### config.mk
export PLATFORM = sky130hd
export DESIGN_NAME = axi_rd_burst_master_flat
export DESIGN_NICKNAME = d
export VERILOG_FILES = /design/src/rtl/axi_rd_burst_master_if.sv /design/src/rtl/axi_rd_burst_master.sv /design/src/flat_wrapper.sv
export SDC_FILE = /design/constraint.sdc
export NUM_CORES = 1
export LEC_CHECK = 0
export BUFFER_PORTS_ARGS = -buffer_cell sky130_fd_sc_hd__buf_2
export CORE_MARGIN = 4
export CORE_UTILIZATION = 30
export DETAILED_ROUTE_END_ITERATION = 6
export GPL_TIMING_DRIVEN = 0
export PLACE_DENSITY = 0.55
export SKIP_CTS_REPAIR_TIMING = 1
export SLEW_MARGIN = 5
export SYNTH_ARGS = -nofsm -noshare
export SYNTH_HDL_FRONTEND = slang
export SYNTH_SLANG_ARGS = --single-unit
### constraint.sdc
create_clock -name clk -period 13.9 [get_ports clk]
set_input_delay 1.39 -clock clk [delete_from_list [all_inputs] [get_ports clk]]
set_output_delay 1.39 -clock clk [all_outputs]
set_load 0.01 [all_outputs]
### src/rtl/axi_rd_burst_master_if.sv
// AXI4 read-address and read-data channels shared by the burst master.
// The master modport drives AR* and RREADY; the slave modport drives the rest.
interface axi_rd_burst_master_if #(
  parameter int ADDR_WIDTH = 32,
  parameter int STRB_WIDTH = 8,
  parameter int LEN_WIDTH  = 8,
  parameter int ID_WIDTH   = 1,
  parameter int USER_WIDTH = 1
);
  logic [ID_WIDTH-1:0]     ARID;
  logic [ADDR_WIDTH-1:0]   ARADDR;
  logic [3:0]              ARREGION;
  logic [LEN_WIDTH-1:0]    ARLEN;
  logic [2:0]              ARSIZE;
  logic [1:0]              ARBURST;
  logic                    ARLOCK;
  logic [3:0]              ARCACHE;
  logic [2:0]              ARPROT;
  logic [3:0]              ARQOS;
  logic                    ARVALID;
  logic                    ARREADY;
  logic [USER_WIDTH-1:0]   ARUSER;
  logic [ID_WIDTH-1:0]     RID;
  logic [STRB_WIDTH*8-1:0] RDATA;
  logic [1:0]              RRESP;
  logic                    RLAST;
  logic                    RVALID;
  logic                    RREADY;
  logic [USER_WIDTH-1:0]   RUSER;

  modport master (
    output ARID, ARADDR, ARREGION, ARLEN, ARSIZE,
    output ARBURST, ARLOCK, ARCACHE, ARPROT, ARQOS,
    output ARVALID, ARUSER, RREADY,
    input  ARREADY, RID, RDATA, RRESP, RLAST,
    input  RVALID, RUSER
  );

  modport slave (
    input  ARID, ARADDR, ARREGION, ARLEN, ARSIZE,
    input  ARBURST, ARLOCK, ARCACHE, ARPROT, ARQOS,
    input  ARVALID, ARUSER, RREADY,
    output ARREADY, RID, RDATA, RRESP, RLAST,
    output RVALID, RUSER
  );
endinterface

### src/rtl/axi_rd_burst_master.sv
// AXI4 read burst master: splits a command into INCR bursts that
// never cross a 4 KB page, one burst outstanding, data passed through.
module axi_rd_burst_master #(
  parameter int ADDR_WIDTH = 32,
  parameter int STRB_WIDTH = 8,
  parameter int LEN_WIDTH  = 8,
  parameter int ID_WIDTH   = 1,
  parameter int MAX_BURST  = 16,
  parameter int CNT_WIDTH  = 16
) (
  input  logic                    clk,
  input  logic                    rst,
  input  logic                    cmd_valid,
  output logic                    cmd_ready,
  input  logic [ADDR_WIDTH-1:0]   cmd_addr,
  input  logic [CNT_WIDTH-1:0]    cmd_beats,
  output logic                    dout_valid,
  input  logic                    dout_ready,
  output logic [STRB_WIDTH*8-1:0] dout_data,
  output logic                    dout_last,
  output logic                    done,
  output logic                    err,
  input  logic                    err_clr,
  axi_rd_burst_master_if.master   m_axi
);

  localparam int SZ = $clog2(STRB_WIDTH);

  typedef enum logic [1:0] {
    IDLE,
    ADDR,
    DATA,
    DONE
  } state_t;

  state_t                r_state;
  logic [ADDR_WIDTH-1:0] r_addr;
  logic [CNT_WIDTH-1:0]  r_blen;
  logic [CNT_WIDTH-1:0]  r_bcnt;
  logic [CNT_WIDTH-1:0]  r_rem;
  logic                  r_arvalid;
  logic                  r_cmd_ready;
  logic                  r_done;
  logic                  r_err;

  logic                  w_cmd_fire;
  logic                  w_in_data;
  logic                  w_beat;
  logic                  w_last_exp;
  logic                  w_new_err;
  logic [ADDR_WIDTH-1:0] w_next_addr;
  logic [CNT_WIDTH-1:0]  w_next_blen;
  logic [CNT_WIDTH-1:0]  w_cmd_blen;
  logic                  w_unused;

  // Beats in the next burst: limited by what is left, the burst cap
  // and the distance to the end of the current 4 KB page.
  function automatic logic [CNT_WIDTH-1:0] f_blen(
    input logic [11:0]          a,
    input logic [CNT_WIDTH-1:0] rem
  );
    logic [31:0] v_4k;
    logic [31:0] v_b;
    v_4k = (32'd4096 - {20'd0, a}) >> SZ;
    v_b  = 32'(rem);
    if (v_b > 32'(MAX_BURST)) v_b = 32'(MAX_BURST);
    if (v_b > v_4k) v_b = v_4k;
    return CNT_WIDTH'(v_b);
  endfunction

  assign w_cmd_fire  = cmd_valid & r_cmd_ready;
  assign w_in_data   = (r_state == DATA);
  assign w_beat      = w_in_data & m_axi.RVALID & dout_ready;
  assign w_last_exp  = (r_bcnt == r_blen - CNT_WIDTH'(1));
  assign w_next_addr = r_addr + (ADDR_WIDTH'(r_blen) << SZ);
  assign w_next_blen = f_blen(w_next_addr[11:0], r_rem);
  assign w_cmd_blen  = f_blen(cmd_addr[11:0], cmd_beats);
  assign w_new_err   = w_beat &
                       ((m_axi.RRESP != 2'b00) |
                        (m_axi.RLAST != w_last_exp));

  assign cmd_ready  = r_cmd_ready;
  assign done       = r_done;
  assign err        = r_err;
  assign dout_valid = w_in_data & m_axi.RVALID;
  assign dout_data  = m_axi.RDATA;
  assign dout_last  = dout_valid & w_last_exp &
                      (r_rem == '0);

  assign m_axi.ARID     = '0;
  assign m_axi.ARADDR   = r_addr;
  assign m_axi.ARREGION = 4'd0;
  assign m_axi.ARLEN    = LEN_WIDTH'(r_blen - CNT_WIDTH'(1));
  assign m_axi.ARSIZE   = 3'(SZ);
  assign m_axi.ARBURST  = 2'b01;
  assign m_axi.ARLOCK   = 1'b0;
  assign m_axi.ARCACHE  = 4'b0011;
  assign m_axi.ARPROT   = 3'd0;
  assign m_axi.ARQOS    = 4'd0;
  assign m_axi.ARUSER   = '0;
  assign m_axi.ARVALID  = r_arvalid;
  assign m_axi.RREADY   = w_in_data & dout_ready;

  assign w_unused = ^{m_axi.RID, m_axi.RUSER};

  // Command sequencer: address phase, data phase, burst rollover, done.
  always_ff @(posedge clk or negedge rst) begin
    if (!rst) begin
      r_state     <= IDLE;
      r_addr      <= '0;
      r_blen      <= '0;
      r_bcnt      <= '0;
      r_rem       <= '0;
      r_arvalid   <= 1'b0;
      r_cmd_ready <= 1'b0;
      r_done      <= 1'b0;
      r_err       <= 1'b0;
    end else begin
      r_done <= 1'b0;
      r_err  <= (r_err & ~err_clr) | w_new_err;
      unique case (r_state)
        IDLE: begin
          if (w_cmd_fire) begin
            r_cmd_ready <= 1'b0;
            if (cmd_beats == '0) begin
              r_state <= DONE;
            end else begin
              r_addr    <= cmd_addr;
              r_blen    <= w_cmd_blen;
              r_rem     <= cmd_beats - w_cmd_blen;
              r_arvalid <= 1'b1;
              r_state   <= ADDR;
            end
          end else begin
            r_cmd_ready <= 1'b1;
          end
        end
        ADDR: begin
          if (m_axi.ARREADY) begin
            r_arvalid <= 1'b0;
            r_bcnt    <= '0;
            r_state   <= DATA;
          end
        end
        DATA: begin
          if (w_beat) begin
            if (w_last_exp) begin
              if (r_rem == '0) begin
                r_state <= DONE;
              end else begin
                r_addr    <= w_next_addr;
                r_blen    <= w_next_blen;
                r_rem     <= r_rem - w_next_blen;
                r_arvalid <= 1'b1;
                r_state   <= ADDR;
              end
            end else begin
              r_bcnt <= r_bcnt + CNT_WIDTH'(1);
            end
          end
        end
        DONE: begin
          r_done  <= 1'b1;
          r_state <= IDLE;
        end
        default: r_state <= IDLE;
      endcase
    end
  end

endmodule

### src/flat_wrapper.sv
// flat-port wrapper written by rule: the top's interface ports become plain ports
module axi_rd_burst_master_flat 
#(
  parameter int ADDR_WIDTH = 32,
  parameter int STRB_WIDTH = 8,
  parameter int LEN_WIDTH  = 8,
  parameter int ID_WIDTH   = 1,
  parameter int MAX_BURST  = 16,
  parameter int CNT_WIDTH  = 16
)
  (clk, rst, cmd_valid, cmd_ready, cmd_addr, cmd_beats, dout_valid, dout_ready, dout_data, dout_last, done, err, err_clr, m_axi_ARID, m_axi_ARADDR, m_axi_ARREGION, m_axi_ARLEN, m_axi_ARSIZE, m_axi_ARBURST, m_axi_ARLOCK, m_axi_ARCACHE, m_axi_ARPROT, m_axi_ARQOS, m_axi_ARVALID, m_axi_ARUSER, m_axi_RREADY, m_axi_ARREADY, m_axi_RID, m_axi_RDATA, m_axi_RRESP, m_axi_RLAST, m_axi_RVALID, m_axi_RUSER);
  axi_rd_burst_master_if #(.ADDR_WIDTH(ADDR_WIDTH), .STRB_WIDTH(STRB_WIDTH), .LEN_WIDTH(LEN_WIDTH), .ID_WIDTH(ID_WIDTH)) m_axi_i ();
  input  logic clk;
  input  logic rst;
  input  logic cmd_valid;
  output logic cmd_ready;
  input  logic [ADDR_WIDTH-1:0] cmd_addr;
  input  logic [CNT_WIDTH-1:0] cmd_beats;
  output logic dout_valid;
  input  logic dout_ready;
  output logic [STRB_WIDTH*8-1:0] dout_data;
  output logic dout_last;
  output logic done;
  output logic err;
  input  logic err_clr;
  output wire logic [$bits(m_axi_i.ARID)-1:0] m_axi_ARID;
  output wire logic [$bits(m_axi_i.ARADDR)-1:0] m_axi_ARADDR;
  output wire logic [$bits(m_axi_i.ARREGION)-1:0] m_axi_ARREGION;
  output wire logic [$bits(m_axi_i.ARLEN)-1:0] m_axi_ARLEN;
  output wire logic [$bits(m_axi_i.ARSIZE)-1:0] m_axi_ARSIZE;
  output wire logic [$bits(m_axi_i.ARBURST)-1:0] m_axi_ARBURST;
  output wire logic [$bits(m_axi_i.ARLOCK)-1:0] m_axi_ARLOCK;
  output wire logic [$bits(m_axi_i.ARCACHE)-1:0] m_axi_ARCACHE;
  output wire logic [$bits(m_axi_i.ARPROT)-1:0] m_axi_ARPROT;
  output wire logic [$bits(m_axi_i.ARQOS)-1:0] m_axi_ARQOS;
  output wire logic [$bits(m_axi_i.ARVALID)-1:0] m_axi_ARVALID;
  output wire logic [$bits(m_axi_i.ARUSER)-1:0] m_axi_ARUSER;
  output wire logic [$bits(m_axi_i.RREADY)-1:0] m_axi_RREADY;
  input wire logic [$bits(m_axi_i.ARREADY)-1:0] m_axi_ARREADY;
  input wire logic [$bits(m_axi_i.RID)-1:0] m_axi_RID;
  input wire logic [$bits(m_axi_i.RDATA)-1:0] m_axi_RDATA;
  input wire logic [$bits(m_axi_i.RRESP)-1:0] m_axi_RRESP;
  input wire logic [$bits(m_axi_i.RLAST)-1:0] m_axi_RLAST;
  input wire logic [$bits(m_axi_i.RVALID)-1:0] m_axi_RVALID;
  input wire logic [$bits(m_axi_i.RUSER)-1:0] m_axi_RUSER;
  assign m_axi_ARID = m_axi_i.ARID;
  assign m_axi_ARADDR = m_axi_i.ARADDR;
  assign m_axi_ARREGION = m_axi_i.ARREGION;
  assign m_axi_ARLEN = m_axi_i.ARLEN;
  assign m_axi_ARSIZE = m_axi_i.ARSIZE;
  assign m_axi_ARBURST = m_axi_i.ARBURST;
  assign m_axi_ARLOCK = m_axi_i.ARLOCK;
  assign m_axi_ARCACHE = m_axi_i.ARCACHE;
  assign m_axi_ARPROT = m_axi_i.ARPROT;
  assign m_axi_ARQOS = m_axi_i.ARQOS;
  assign m_axi_ARVALID = m_axi_i.ARVALID;
  assign m_axi_ARUSER = m_axi_i.ARUSER;
  assign m_axi_RREADY = m_axi_i.RREADY;
  assign m_axi_i.ARREADY = m_axi_ARREADY;
  assign m_axi_i.RID = m_axi_RID;
  assign m_axi_i.RDATA = m_axi_RDATA;
  assign m_axi_i.RRESP = m_axi_RRESP;
  assign m_axi_i.RLAST = m_axi_RLAST;
  assign m_axi_i.RVALID = m_axi_RVALID;
  assign m_axi_i.RUSER = m_axi_RUSER;
  axi_rd_burst_master #(.ADDR_WIDTH(ADDR_WIDTH), .STRB_WIDTH(STRB_WIDTH), .LEN_WIDTH(LEN_WIDTH), .ID_WIDTH(ID_WIDTH), .MAX_BURST(MAX_BURST), .CNT_WIDTH(CNT_WIDTH)) u_core (.clk(clk), .rst(rst), .cmd_valid(cmd_valid), .cmd_ready(cmd_ready), .cmd_addr(cmd_addr), .cmd_beats(cmd_beats), .dout_valid(dout_valid), .dout_ready(dout_ready), .dout_data(dout_data), .dout_last(dout_last), .done(done), .err(err), .err_clr(err_clr), .m_axi(m_axi_i));
endmodule
Yosys cells after proc, flatten, opt, wreduce, memory -nomap -nowiden
Cells that the tools add are included.
- output and inout port bits: 134
- logic and storage cells: 96
- register bits: 86
- muxes and demuxes: 42
- $lt $le $gt $ge: 4
- bitwise logic cells: 11
- equal/unequal tests: 12
- add/subtract/negate cells: 7
- reductions and logical operators: 11
- operators by type and width (kind ; count):
    two-way mux 16 bit ; 17
    two-way mux 32 bit ; 5
    one-hot mux 16 bit (2 select lines) ; 3
    one-hot mux 32 bit (2 select lines) ; 1
    greater-than comparator 16 x 29 -> 1 bit ; 2
    adder 32 x 19 -> 32 bit ; 1
    greater-than comparator 16 x 5 -> 1 bit, second input constant ; 2
    logical NOT 16 bit ; 2
    subtractor 16 bit ; 2
    subtractor 13 x 12 -> 14 bit, first input constant ; 2
    adder 16 x 1 -> 16 bit, second input constant ; 1
    == test 16 bit ; 1
    subtractor 16 x 1 -> 16 bit, second input constant ; 1
    two-way mux 2 bit ; 6
    inequality test 2 bit, second input constant ; 6
    bitwise AND 1 bit ; 8
    two-way mux 1 bit ; 8
    one-hot mux 2 bit (4 select lines) ; 1
    AND reduction 4 bit ; 2
    AND reduction 7 bit ; 1
    AND reduction 6 bit ; 1
    nonzero test 2 bit ; 3
    == test 2 bit, second input constant ; 2
    one-hot mux 1 bit (3 select lines) ; 1
    7 further kinds ; 8

Depth between registers and ports, before layout
Gate-level depths: netlist (run 1).
- word-level depth: 9
- mapped depth: 33

Worst setup path before layout (run 1)
No wires, ideal clock.
- path kind: input port to flip-flop
- start point: input cmd_addr[3]
- end point: register u_core.r_rem[15]
- data required time: 13.827 ns
- stages on the path: 27
- arrival time: 6.772 ns
- library setup time: 0.073 ns
- path buffers: 1
- slack: 7.055 ns
- path through: or4_1 -> clkbuf_1 -> nor4_1 -> nand2b_1 -> nor4_1 -> xor2_1 -> ha_1 -> nand4_1 -> o21ai_0 -> a21oi_1 -> nor2_1 -> mux2i_1 -> inv_1 -> ha_1 -> nor2b_1 -> o21ai_0 -> a21oi_1 -> o21ai_0 -> a21boi_0 -> o21ai_0 -> a21oi_1 -> o41ai_1 -> o21ai_0 -> o21ai_0 -> mux2i_1 -> o211ai_2 -> a2bb2oi_2
- longest elaborated chain between the ends: 7
- ends and longest elaborated chain (what ; RTL line ; source):
    from (decl) ; flat_wrapper.sv:17 ; input logic [ADDR_WIDTH-1:0] cmd_addr;
    subtractor 13 x 12 -> 14 bit * ; axi_rd_burst_master.sv:64 ; v_4k = (32'd4096 - {20'd0, a}) >> SZ;
    greater-than comparator 16 x 29 -> 1 bit ; axi_rd_burst_master.sv:67 ; if (v_b > v_4k) v_b = v_4k;
    two-way mux 16 bit * ; axi_rd_burst_master.sv:67 ;
    subtractor 16 bit * ; axi_rd_burst_master.sv:130 ; r_rem <= cmd_beats - w_cmd_blen;
    two-way mux 16 bit * ; axi_rd_burst_master.sv:125 ; if (cmd_beats == '0) begin
    two-way mux 16 bit * ; axi_rd_burst_master.sv:123 ; if (w_cmd_fire) begin
    one-hot mux 16 bit (2 select lines) * ; axi_rd_burst_master.sv:121 ; unique case (r_state)
    to (signal assigned) ; axi_rd_burst_master.sv:130 ;
    to (signal assigned) ; axi_rd_burst_master.sv:153 ; r_rem <= r_rem - w_next_blen;
    to (decl) ; axi_rd_burst_master.sv:40 ; logic [CNT_WIDTH-1:0] r_rem;
Mark *: on every way between the ends. The rest lies on a longest branch, timed or not. The select of a mux whose other input is x is not followed.
A chain may end at the register's enable or synchronous reset.

Worst setup path after layout (run 1)
Same ends and word-level chain as after synthesis.

==> summary.txt, run 1 <==
Global Route Usage Sum: 0.179
Crit-path max FO: 8
CP arrival: 8.66 ns
Yosys warns: 0
XOR/XNOR share of the synthesized area: 0.0781
Std cell rows: 61
Kind of end point of the critical path: flop
Clock Path Buffers: 2
Via density: 5.07
Worst slew pin tran: 1.18 ns
Share of cells above drive strength 1: 0.242
Met3 wire length: 2.14 mm
RSZ-0062 raised after global routing: no
Die Wd: 177 µm
Final net count: 1,500
CP Launch Type: input pin
Share of the synthesized area in the top cell type: 0.250
Area Growth Syn to Fin: 20.7%
Area leader, netlist: dfrtp_1
DRT iter0 DRCs: 573
Adder-cell share of the synthesized area: 0.101
Clock tree from TritonCTS: done
Port Buf Inserts: 168
Multiplexer area fraction after synthesis: 0.0254
TritonRoute pass-1 iters: 5
DPL Wire Length: 23.5 mm
CP bufs+invs: 3
Ys async rst share: 1.00
Clock buffer count from CTS: 9
Critical path type: input pin to flop
I/O pin total: 258
MaxCap Viol Count: 0
Routed WL: 29.5 mm
Fin area: 10,400 µm²
Vias in the first global route: 8,186
Met1 WL: 13.2 mm
Skew-Pair Late Insertion Delay: 0.37 ns
DP Area: 10,100 µm²
Global-route wire length before repair: 44.6 mm
Worst path required time: 14.19 ns
Antenna viol nets, final: 0
Dpl ws: 5.24 ns
Largest cells by area after synthesis: dfrtp_1 (25%), ha_1 (9.0%), buf_4 (7.6%), a21oi_1 (4.8%), nor2_1 (4.7%)
Die H: 177 µm
WL/cell: 17.4 µm
DRC Markers: 0
Yosys cell types: 90
Final WS setup: 5.52 ns
Crit path top cell by count: o21ai_0
Hold Slack: 0.525 ns
Setup tns final: 0 ns
Max stage delay cell, worst path: o41ai_1
Layout Skew: 0.0139 ns
Max Slew Vio Count: 0
Fin crit share: 0.603
Max incr delay on CP: 0.55 ns
Final hold viol count: 0
Cell Pwr Density: 232 nW/µm²
H-tree Lvls: 3
WL met2: 13.6 mm
CORE AREA: 28,100 µm²
Total clock sinks: 86
Mean Syn Cell Area: 7.90 µm²
Seq/Total Area, Yosys: 0.250
EDFF count, synth: 0
Vias: 8,594
DR top layer: met5
Synth Instances: 1,091
Post-Syn Area: 8610 µm²
Largest net degree at the start of global routing: 49
Initial antenna violation count: 2
Max transition margin: 0.204
Synth top cells by count: nor2_1 (108), nand2_1 (88), buf_4 (87)
CP top delay family: compound AO/OA/AOI/OAI gates
Register bit total from synthesis: 86
Status: complete, no violations
Worst-path clk slew: 0.07 ns
Initial Util: 0.307
Ys flop type: dfrtp_1
Peak VDD IR: 0.000106 V
Area of the multi-input gates: 5640 µm²
Static leakage: 4.88 nW
Class of the worst hold path: flop to flop
Total gr overflow: 0
Post-layout minimum cycle time: 8.38 ns
Die ar.: 31,500 µm²
Placed Instances: 1,678
Sequential standard cell area: 2150 µm²
Routability cong.: 0.912
Clk root buf: clkbuf_16
Peak Freq: 119 MHz
FILL cells: 3,000
Synth Area in Compound Gates: 0.216
Setup violations, final: 0
Count leader, synth: nor2_1
Main combinational cell family by area after synthesis: compound AO/OA/AOI/OAI gates
Simple-Gate Fraction of Synth Area: 0.216
Final std cells w/o fill: 1,695
## through the flow
step / power (mW) / utilization
4_1_cts: 2.39 / 0.370
3_3_place_gp: 2.12 / 0.359
5_1_grt: 2.61 / 0.370
2_1_floorplan: 1.65 / -
3_5_place_dp: 2.13 / 0.360
6_report: 2.41 / 0.370
## flip-flops by register name, summed over array words and instances, names as in the netlist
signal / cells
u_core.r_state: 2
u_core.r_rem: 16
u_core.r_blen: 16
u_core.r_bcnt: 16
u_core.err: 1
u_core.done: 1
u_core.m_axi.ARVALID: 1
u_core.m_axi.ARADDR: 32
u_core.cmd_ready: 1
## cell type report
class | count | area share
Antenna cell | 1 | 0.000241
Tap cell | 378 | 0.0455
Multi-Input combinational cell | 876 | 0.542
Clock buffer | 9 | 0.0217
Inverter | 41 | 0.0148
Clock inverter | 7 | 0.00602
Buffer | 128 | 0.0788
Timing Repair Buffer | 169 | 0.0837
Sequential cell | 86 | 0.207
## cells by family (layout without fill, tap and decap cells)
group | count (synthesis) | in the layout
compound gates | 294 | 294
xor+xnor | 76 | 76
fa+ha+maj | 68 | 68
buf+inv | 169 | 354
flops | 86 | 86
mux | 20 | 20
other cells | 2 | 43
simple gates | 376 | 376
## worst min-delay path, stage by stage (launching register included)
cell and delay [ns]:
dfrtp_1 0.37, nand2_1 0.05, o21ai_0 0.06
## where the power goes
group          leakage, nW  total [mW]  internal, mW  switching [mW]
combinational         3.67        1.71         0.669            1.04
sequential            1.07       0.445         0.340           0.106
clock                0.133       0.249         0.125           0.124
## layer usage
metal,GRT usage,vias to the layer above
met1,0.240,4033
li1,-,4222
met5,0,-
met2,0.293,298
met3,0.0398,39
met4,0.0471,2
## cell usage in the layout, fill, tap and decap left out, types with 9 or more instances in the layout
master and count:
xnor2_1 44, clkbuf_1 35, clkbuf_16 9, and3_1 10, xor2_1 31, and2_1 16, mux2i_1 10, conb_1 42
o21ai_0 76, inv_1 41, a21oi_1 83, or3_1 13, dfrtp_1 86, buf_2 171, buf_4 88, o22ai_1 18
a211oi_1 11, nand2_1 88, nor2_1 108, nand3_1 31, a21o_1 14, ha_1 62, nor4_1 14, nor3_1 30
nand2b_1 12, nand4_1 11, a31oi_1 18
## final timing paths
path	cells after the start	slack [ns]	startpoint	end
worst max-delay path	28	5.52	cmd_addr[3]	u_core.r_rem[15]$_DFFE_PN0P_
worst min-delay path	2	0.52	u_core.m_axi.ARADDR[12]$_DFFE_PN0P_	u_core.m_axi.ARADDR[12]$_DFFE_PN0P_
worst max register to register	30	5.93	u_core.r_blen[0]$_DFFE_PN0P_	u_core.r_rem[15]$_DFFE_PN0P_
worst min register to register	2	0.52	u_core.m_axi.ARADDR[12]$_DFFE_PN0P_	u_core.m_axi.ARADDR[12]$_DFFE_PN0P_
max in group asynchronous	2	12.19	rst	u_core.m_axi.ARADDR[1]$_DFFE_PN0P_
min in group asynchronous	1	1.02	rst	u_core.m_axi.ARADDR[11]$_DFFE_PN0P_
No activity file was read; power rests on OpenSTA's default activity.
==> inputs of run 2 (changes only) <==
==> constraint.sdc (replaced) <==
create_clock -name clk -period 8.2 [get_ports clk]
set_input_delay 0.82 -clock clk [delete_from_list [all_inputs] [get_ports clk]]
set_output_delay 0.82 -clock clk [all_outputs]
set_load 0.01 [all_outputs]
==> summary.txt, run 2 (synthesis gave the netlist of run 1 again) <==
Status: complete, no violations
Comb power frac: 0.713
Max reg flops: 32
CORE AREA: 28,100 µm²
Sw Pwr: 2.16 mW
GR Util met1: 0.240
Clock power share: 0.103
Routability cong.: 0.912
Setup violations, final: 0
Port Buf Inserts: 168
Initial antenna violation count: 2
Worst-path clk slew: 0.07 ns
Total clock sinks: 86
DP Area: 10,100 µm²
RSZ-0062 raised after global routing: yes
Clock Path Buffers: 2
Die Wd: 177 µm
Commonest non-fill, non-tap cells in the layout: buf_2 (171), nor2_1 (107), nand2_1 (88), buf_4 (88), dfrtp_1 (86)
Crit Reg-Reg Startpoint: u_core.r_blen[0]$_DFFE_PN0P_
Switching part of the total: 0.529
Fin crit share: 0.945
Global Route Usage Sum: 0.179
Kind of end point of the critical path: flop
Flop2flop setup slack: 0.45 ns
TritonRoute pass-1 iters: 5
Sequential power share: 0.184
Clock tree from TritonCTS: done
MaxCap Viol Count: 0
FILL cells: 2,997
H-tree Lvls: 3
Worst slew pin tran: 1.23 ns
Via density: 5.07
Final net count: 1,500
Internal: 1.93 mW
Max Slew Vio Count: 0
Final hold viol count: 0
Initial Util: 0.307
Critical path type: flop to flop
Skew-Pair Late Insertion Delay: 0.37 ns
Fin area: 10,400 µm²
Met3 Use GR: 0.0398
Share of cells above drive strength 1: 0.247
DRC Markers: 0
Placed Instances: 1,678
Cell Pwr Density: 392 nW/µm²
Post-layout minimum cycle time: 7.75 ns
Global-route wire length before repair: 44.6 mm
Cell count along the critical path: 30
Layout Skew: 0.0122 ns
I/O pin total: 258
Crit-path max FO: 10
Busiest layer in global routing: met2
Std cell rows: 61
R2R cell count: 30
Clock buffer count from CTS: 9
Max transition margin: 0.171
Vias in the first global route: 8,186
DPL Wire Length: 23.5 mm
FF-to-FF End: u_core.r_rem[14]$_DFFE_PN0P_
Max stage delay cell, worst path: a2111oi_4
Commonest non-fill, non-tap cell in the layout: buf_2
Global routing usage on met2: 0.293
Area Growth Syn to Fin: 21.1%
Max incr delay on CP: 0.54 ns
Total gr overflow: 0
CP bufs+invs: 3
DRT iter0 DRCs: 550
CP top delay family: compound AO/OA/AOI/OAI gates
Final std cells w/o fill: 1,695
Peak VDD IR: 0.000180 V
Largest net degree at the start of global routing: 49
Die H: 177 µm
Peak Freq: 129 MHz
Crit path top cell by count: ha_1
WL/cell: 17.4 µm
Die ar.: 31,500 µm²
CP Launch Type: flop
CP arrival: 8.02 ns
Class of the worst hold path: input pin to asynchronous set/reset pin
Routed WL: 29.6 mm
Antenna viol nets, final: 0
Vias: 8,597
Worst path required time: 8.48 ns
Static leakage: 4.88 nW
Clk root buf: clkbuf_16
-- run 2: metrics by stage --
stage                     TNS (ns)  utilization  setup WS [ns]  hold WS (ns)  total power, mW
final                            0        0.372          0.454         0.451             4.09
after global routing      -0.00556        0.371       -0.00556         0.489             4.44
after CTS                        0        0.370          0.252         0.477             4.05
after detailed placement         0        0.360          0.106         0.507             3.61
after global placement           0        0.359          0.173         0.503             3.59
after floorplan                  0            -           1.61         0.476             2.80
-- run 2: final cells by class --
class / count / area, µm² / share of cell area
clock inverters: 7 / 62.6 / 0.00599
flip-flops and latches: 86 / 2150 / 0.206
clock buffers: 9 / 225 / 0.0216
inverters: 41 / 154 / 0.0147
diodes: 1 / 2.50 / 0.000240
well taps: 378 / 473 / 0.0453
repair buffers: 169 / 871 / 0.0834
plain buffers: 128 / 821 / 0.0786
multi-input cells: 876 / 5680 / 0.544
-- run 2: power groups by stage --
stage | clock, mW | sequential (mW) | combinational, mW
global placement | 0 | 0.760 | 2.83
floorplan | 0 | 0.748 | 2.05
global route | 0.448 | 0.780 | 3.21
finish | 0.422 | 0.755 | 2.92
detailed placement | 0 | 0.760 | 2.85
CTS | 0.432 | 0.752 | 2.87
-- run 2: worst max path at each step --
stage | from | end | slack, ns
floorplan | u_core.m_axi.ARADDR[3]$_DFFE_PN0P_ | u_core.r_rem[15]$_DFFE_PN0P_ | 1.61
detailed placement | cmd_addr[3] | u_core.r_rem[15]$_DFFE_PN0P_ | 0.11
global placement | cmd_addr[3] | u_core.r_rem[15]$_DFFE_PN0P_ | 0.17
finish | u_core.r_blen[0]$_DFFE_PN0P_ | u_core.r_rem[14]$_DFFE_PN0P_ | 0.45
global route | u_core.r_blen[0]$_DFFE_PN0P_ | u_core.r_rem[14]$_DFFE_PN0P_ | -0.006
CTS | u_core.r_blen[0]$_DFFE_PN0P_ | u_core.r_rem[15]$_DFFE_PN0P_ | 0.25
-- run 2: routing by layer --
metal	part of all wire	up-vias	wire length [µm]
li1	-	4220	-
met3	0.070	35	2070
met5	0.00024	-	7
met4	0.018	2	530
met1	0.45	4044	13200
met2	0.46	296	13700
